--- src/rtl/ahb_arb_pkg.sv ---
// ahb_arb_pkg: HTRANS codes, data-phase owner encoding and holding-register record
package ahb_arb_pkg;

    localparam logic [1:0] HTRANS_IDLE   = 2'b00;
    localparam logic [1:0] HTRANS_BUSY   = 2'b01;
    localparam logic [1:0] HTRANS_NONSEQ = 2'b10;
    localparam logic [1:0] HTRANS_SEQ    = 2'b11;

    typedef enum logic [1:0] {
        OWN_NONE = 2'd0,
        OWN_P0   = 2'd1,
        OWN_P1   = 2'd2
    } owner_e;

    // control half of a captured address phase; the address is kept beside it at AW bits
    typedef struct packed {
        logic       hwrite;
        logic [2:0] hsize;
    } hold_ctl_t;

endpackage

--- src/rtl/ahb_arb_req_buf.sv ---
// ahb_arb_req_buf: one port's losing address-phase capture register and HREADYOUT
module ahb_arb_req_buf
    import ahb_arb_pkg::*;
#(
    parameter int AW = 32
) (
    input  logic          HCLK,
    input  logic          HRESET,
    input  logic          capture,
    input  logic          issue,
    input  logic [AW-1:0] haddr,
    input  logic          hwrite,
    input  logic [2:0]    hsize,
    input  logic          is_owner,
    input  logic          m_hreadyout,
    output logic          buf_valid,
    output logic [AW-1:0] buf_haddr,
    output hold_ctl_t     buf_ctl,
    output logic          hreadyout
);

    // valid flag: set when this port loses, cleared on the edge it is issued
    always_ff @(posedge HCLK) begin
        if (HRESET) buf_valid <= 1'b0;
        else if (capture) buf_valid <= 1'b1;
        else if (issue) buf_valid <= 1'b0;
    end

    // captured address phase; only observed while buf_valid is set, so no reset needed
    always_ff @(posedge HCLK) begin
        if (capture) begin
            buf_haddr <= haddr;
            buf_ctl   <= '{hwrite: hwrite, hsize: hsize};
        end
    end

    assign hreadyout = buf_valid ? 1'b0 : is_owner ? m_hreadyout : 1'b1;

endmodule

--- src/rtl/ahb_ram_arbiter.sv ---
// ahb_ram_arbiter: two AHB-Lite masters sharing one single-port RAM slave.
// Optional AHB_ARB_ROUND_ROBIN_EN: ties go to the port not granted last; otherwise P0 wins ties.
module ahb_ram_arbiter
    import ahb_arb_pkg::*;
#(
    parameter int AW = 32,
    parameter int DW = 32
) (
    input  logic          HCLK,
    input  logic          HRESET,
    input  logic          P0_HSEL,
    input  logic [AW-1:0] P0_HADDR,
    input  logic [1:0]    P0_HTRANS,
    input  logic          P0_HWRITE,
    input  logic [2:0]    P0_HSIZE,
    input  logic [DW-1:0] P0_HWDATA,
    input  logic          P0_HREADY,
    output logic          P0_HREADYOUT,
    output logic [DW-1:0] P0_HRDATA,
    input  logic          P1_HSEL,
    input  logic [AW-1:0] P1_HADDR,
    input  logic [1:0]    P1_HTRANS,
    input  logic          P1_HWRITE,
    input  logic [2:0]    P1_HSIZE,
    input  logic [DW-1:0] P1_HWDATA,
    input  logic          P1_HREADY,
    output logic          P1_HREADYOUT,
    output logic [DW-1:0] P1_HRDATA,
    output logic          M_HSEL,
    output logic [AW-1:0] M_HADDR,
    output logic [1:0]    M_HTRANS,
    output logic          M_HWRITE,
    output logic [2:0]    M_HSIZE,
    output logic [DW-1:0] M_HWDATA,
    output logic          M_HREADY,
    input  logic          M_HREADYOUT,
    input  logic [DW-1:0] M_HRDATA
);

    logic          arb, live0, live1, buf0, buf1, req0, req1, prio0, gnt0, gnt1;
    logic [AW-1:0] baddr0, baddr1, haddr_q;
    hold_ctl_t     bctl0, bctl1;
    owner_e        owner_q, owner_d;

    assign arb   = M_HREADYOUT & ~HRESET;
    assign live0 = P0_HSEL & P0_HTRANS[1] & P0_HREADY;
    assign live1 = P1_HSEL & P1_HTRANS[1] & P1_HREADY;
    // a buffered request shuts out any live request from the other port
    assign req0  = buf0 | (live0 & ~buf1);
    assign req1  = buf1 | (live1 & ~buf0);
    assign gnt0  = arb & req0 & (~req1 | prio0);
    assign gnt1  = arb & req1 & ~gnt0;
    assign owner_d = gnt0 ? OWN_P0 : gnt1 ? OWN_P1 : OWN_NONE;

`ifdef AHB_ARB_ROUND_ROBIN_EN
    logic rr_q;
    // rr_q=1 means P1 was granted last, so P0 takes the next tie
    always_ff @(posedge HCLK) begin
        if (HRESET) rr_q <= 1'b1;
        else if (gnt0 | gnt1) rr_q <= gnt1;
    end
    assign prio0 = rr_q;
`else
    assign prio0 = 1'b1;
`endif

    // data-phase owner only advances when the slave completes the current data phase
    always_ff @(posedge HCLK) begin
        if (HRESET) owner_q <= OWN_NONE;
        else if (arb) owner_q <= owner_d;
    end

    // remember the last issued address so M_HADDR is stable while idle
    always_ff @(posedge HCLK) begin
        if (HRESET) haddr_q <= '0;
        else if (gnt0 | gnt1) haddr_q <= M_HADDR;
    end

    // winner drives the slave address phase; buffered transfers restart as NONSEQ
    always_comb begin
        M_HSEL   = gnt0 | gnt1;
        M_HADDR  = gnt0 ? (buf0 ? baddr0 : P0_HADDR) : gnt1 ? (buf1 ? baddr1 : P1_HADDR) : haddr_q;
        M_HTRANS = gnt0 ? (buf0 ? HTRANS_NONSEQ : P0_HTRANS) : gnt1 ? (buf1 ? HTRANS_NONSEQ : P1_HTRANS) : HTRANS_IDLE;
        M_HWRITE = gnt0 ? (buf0 ? bctl0.hwrite : P0_HWRITE) : gnt1 ? (buf1 ? bctl1.hwrite : P1_HWRITE) : 1'b0;
        M_HSIZE  = gnt0 ? (buf0 ? bctl0.hsize : P0_HSIZE) : gnt1 ? (buf1 ? bctl1.hsize : P1_HSIZE) : 3'b000;
    end

    assign M_HWDATA  = owner_q == OWN_P0 ? P0_HWDATA : owner_q == OWN_P1 ? P1_HWDATA : '0;
    assign M_HREADY  = M_HREADYOUT;
    assign P0_HRDATA = M_HRDATA;
    assign P1_HRDATA = M_HRDATA;

    ahb_arb_req_buf #(.AW(AW)) u_buf0 (
        .HCLK        (HCLK),
        .HRESET      (HRESET),
        .capture     (arb & live0 & ~gnt0 & ~buf0),
        .issue       (gnt0 & buf0),
        .haddr       (P0_HADDR),
        .hwrite      (P0_HWRITE),
        .hsize       (P0_HSIZE),
        .is_owner    (owner_q == OWN_P0),
        .m_hreadyout (M_HREADYOUT),
        .buf_valid   (buf0),
        .buf_haddr   (baddr0),
        .buf_ctl     (bctl0),
        .hreadyout   (P0_HREADYOUT)
    );

    ahb_arb_req_buf #(.AW(AW)) u_buf1 (
        .HCLK        (HCLK),
        .HRESET      (HRESET),
        .capture     (arb & live1 & ~gnt1 & ~buf1),
        .issue       (gnt1 & buf1),
        .haddr       (P1_HADDR),
        .hwrite      (P1_HWRITE),
        .hsize       (P1_HSIZE),
        .is_owner    (owner_q == OWN_P1),
        .m_hreadyout (M_HREADYOUT),
        .buf_valid   (buf1),
        .buf_haddr   (baddr1),
        .buf_ctl     (bctl1),
        .hreadyout   (P1_HREADYOUT)
    );

endmodule

--- config.mk ---
export PLATFORM = sky130hd
export DESIGN_NAME = ahb_ram_arbiter
export DESIGN_NICKNAME = d
export VERILOG_FILES = /design/src/rtl/ahb_arb_pkg.sv /design/src/rtl/ahb_arb_req_buf.sv /design/src/rtl/ahb_ram_arbiter.sv
export SDC_FILE = /design/constraint.sdc
export NUM_CORES = 1
export LEC_CHECK = 0
export BUFFER_PORTS_ARGS = -buffer_cell sky130_fd_sc_hd__buf_4
export CORE_AREA = 4 4 121 123
export CTS_BUF_LIST = sky130_fd_sc_hd__clkbuf_8
export CTS_CLUSTER_DIAMETER = 80
export DETAILED_ROUTE_END_ITERATION = 10
export DIE_AREA = 0 0 125 127
export GPL_ROUTABILITY_DRIVEN = 0
export PLACE_DENSITY_LB_ADDON = 0.25
export SETUP_SLACK_MARGIN = 0.4
export SLEW_MARGIN = 20
export SYNTH_ARGS = -nofsm -noshare
export SYNTH_HDL_FRONTEND = slang
export SYNTH_SLANG_ARGS = --single-unit
--- constraint.sdc ---
create_clock -name HCLK -period 14 [get_ports HCLK]
set_input_delay 2.8 -clock HCLK [delete_from_list [all_inputs] [get_ports HCLK]]
set_output_delay 2.8 -clock HCLK [all_outputs]
set_load 0.05 [all_outputs]
==> results.sh <==
export IMPL_postRouteAntennaNets=0
export IMPL_yosysWarnings=0
export IMPL_postPlaceCellArea_um2=6927
export IMPL_cts_tree="done"
export IMPL_crit_path_start="P1_HREADY"
export IMPL_portBuffers=220
export IMPL_worstSetupPathType="input pin to output pin"
export IMPL_num_vias=4561
export IMPL_place_inst=802
export IMPL_via_per_inst=5.576
export IMPL_cts_hold_fix_buffers=0
export IMPL_hold_start="haddr_q[7]$_SDFFE_PP0P_"
export IMPL_drt_met1_wl_um=7216
export IMPL_met3RoutedLength_um=1751
export IMPL_ys_ff_latch=108
export IMPL_syn_cell_area_um2=5650
export IMPL_initial_core_util_pct=41.35
export IMPL_nFillCells=1262
export IMPL_grt_pass1_vias=4597
export IMPL_routed_wl_um=18780
export IMPL_multiInputGateArea_um2=2120
export IMPL_cap_violations=0
export IMPL_wl_met2_um=9513
export IMPL_rows=43
export IMPL_antenna_found_initial=1
export IMPL_grt_use_total_pct=22.42
export IMPL_fin_area_um2=7166
export IMPL_rr_worst_depth=4
export IMPL_relSlewSlack_pct=30.92
export IMPL_rrSetupSlack_ns=11.07
export IMPL_place_detailed_hpwl_um=14380
export IMPL_drc=0
export IMPL_ios=317
export IMPL_cp_max_fo=54
export IMPL_hp_class="register to register"
export IMPL_die_h_um=127
export IMPL_hold_viol_final=0
export IMPL_numCtsBuffers=9
export IMPL_drv_slew=0
export IMPL_root_buffer="clkbuf_8"
export IMPL_period_needed_ns=7.479
export IMPL_final_layout_size_suffix_gt1_share_pct=39.18
export IMPL_postCtsResizedCells=0
export IMPL_final_common_cell="buf_4"
export IMPL_cts_path_max_buffers=2
export IMPL_coreArea_um2=13670
export IMPL_path_clk_slew_ns=0.10
export IMPL_routed_top_layer="met5"
export IMPL_dominantRegCellSynth="edfxtp_1"
export IMPL_clock_latency_ns=0.37
export IMPL_nets=812
export IMPL_rsz0062_at_grt="false"
export IMPL_finClkSkew_ns=0.007393
export IMPL_critical_path_required_ns=11.20
export IMPL_finalCritPeriodShare_pct=53.42
export IMPL_grt_overflow=0
export IMPL_reg2reg_from="u_buf0.buf_valid$_SDFFE_PP0P_"
export IMPL_wl_per_cell_um=22.96
export IMPL_synth_async_reset_ratio_pct=0
export IMPL_cts_setup_buffers=0
export IMPL_status="finished clean"
export IMPL_final_cell_mix="226 x buf_4, 72 x edfxtp_1, 44 x a21o_1"
export IMPL_clock_sinks=108
export IMPL_grt_start_max_net_pins=69
export IMPL_cp_end_kind="output pin"
export IMPL_hold_path_depth=1
export IMPL_irDropWorstVdd_v=0.00008167
export IMPL_die_x_um=125
export IMPL_grt_pass1_wl_um=27570
export IMPL_htreeDepth=3
export IMPL_syn_nets=683
export IMPL_syn_inst=504
export IMPL_insertedDiodeCount=0
export IMPL_drtIter0Drc=352
export IMPL_setup_viol_count_final=0
export IMPL_regArea_um2=2885
export IMPL_area_growth_pct=26.82
export IMPL_cp_arrival_ns=4.68
export IMPL_firstDrtPassIters=4
export IMPL_fin_hold_ws_ns=0.4624
export IMPL_worstMarginPinSlew_ns=1.036
export IMPL_setup_tns_final_ns=0
export IMPL_worst_setup_path_start_kind="input pin"
export IMPL_holdPathEnd="haddr_q[7]$_SDFFE_PP0P_"
export IMPL_synth_seq_area_share_pct=51.02
export IMPL_dieArea_um2=15880
export IMPL_avgSynthCellArea_um2=11.21
export IMPL_p_leak_uw=0.003185
export IMPL_fmax_mhz=133.7
export IMPL_synth_cell_type_count=31
export IMPL_synth_edf_count=72
export IMPL_p_per_area_nw_per_um2=96.89
export IMPL_stdcell_count=818
export IMPL_reg2reg_to="haddr_q[30]$_SDFFE_PP0P_"
==> cell type report <==
cell class / instances / area share (%)
clock buffer: 10 / 1.921
inverter: 4 / 0.2095
clock inverter: 6 / 1.205
sequential: 108 / 40.27
timing repair buffer: 226 / 23.68
multi-input combinational: 284 / 29.58
tap: 180 / 3.143
==> cells by family after synthesis <==
| kind of cell | synth area share [%] |
|---|---|
| compound gates | 23.65 |
| mux | 5.314 |
| simple gates | 7.817 |
| buf+inv | 12.20 |
| flops | 51.02 |
==> stage by stage <==
stage	utilization (%)	setup WS (ns)	total power, µW
finish	52.44	6.521	694.3
global route	52.44	6.363	721.0
CTS	52.33	6.411	699.3
detailed placement	50.69	6.403	489.9
global placement	50.61	6.497	487.4
floorplan	-	4.408	476.7
==> Yosys cell counts, types with 2 or more instances <==
cell,count,share of area (%)
buf_4,67,8.9
nand3_1,3,0.27
mux2i_1,30,5.3
nand2b_1,2,0.22
and2_1,11,1.2
a21o_1,44,5.8
dfxtp_1,36,13
o21ai_0,12,1.1
o22ai_1,36,4.0
a22o_1,32,5.0
nand2_1,12,0.80
buf_2,14,1.2
inv_1,4,0.27
a21oi_1,4,0.35
nor2_1,9,0.60
edfxtp_1,72,38
o32a_1,10,1.8
a32oi_1,23,3.6
and3_1,13,1.4
o31ai_1,10,1.3
nor2b_1,24,2.7
clkbuf_1,27,1.8
==> power by group <==
group | switching, µW | internal [µW] | total (µW)
clock network | 106 | 106 | 212
registers | 2.26 | 344 | 346
logic | 79.2 | 57.4 | 137
==> registers in the layout (all words and copies together) (netlist names) <==
name and flops:
u_buf0.buf_valid 1, u_buf1.buf_haddr 32, u_buf0.buf_ctl 4, owner_q 2
haddr_q 32, u_buf0.buf_haddr 32, u_buf1.buf_valid 1, u_buf1.buf_ctl 4
==> how the worst max path moves through the flow <==
| stage | endpoint | cells after the start |
|---|---|---|
| 2_1_floorplan | u_buf1.buf_ctl[0]$_DFFE_PP_ | 3 |
| 3_3_place_gp | M_HADDR[3] | 6 |
| 3_5_place_dp | M_HADDR[30] | 6 |
| 4_1_cts | M_HADDR[30] | 6 |
| 5_1_grt | M_HADDR[27] | 8 |
| 6_report | M_HADDR[19] | 8 |
==> metal layers <==
metal,vias up,track usage [%]
met4,2,5.548
li1,2120,-
met3,19,7.901
met5,-,0.6192
met2,244,38.12
met1,2176,27.42
==> critical path, stage by stage <==
cell,delay [ns]
buf_4,0.11
and3_1,0.18
buf_4,0.25
o31ai_4,0.27
buf_4,0.48
nand2_1,0.14
o21ai_0,0.14
buf_4,0.25
Power figures use the tool's default switching activity.
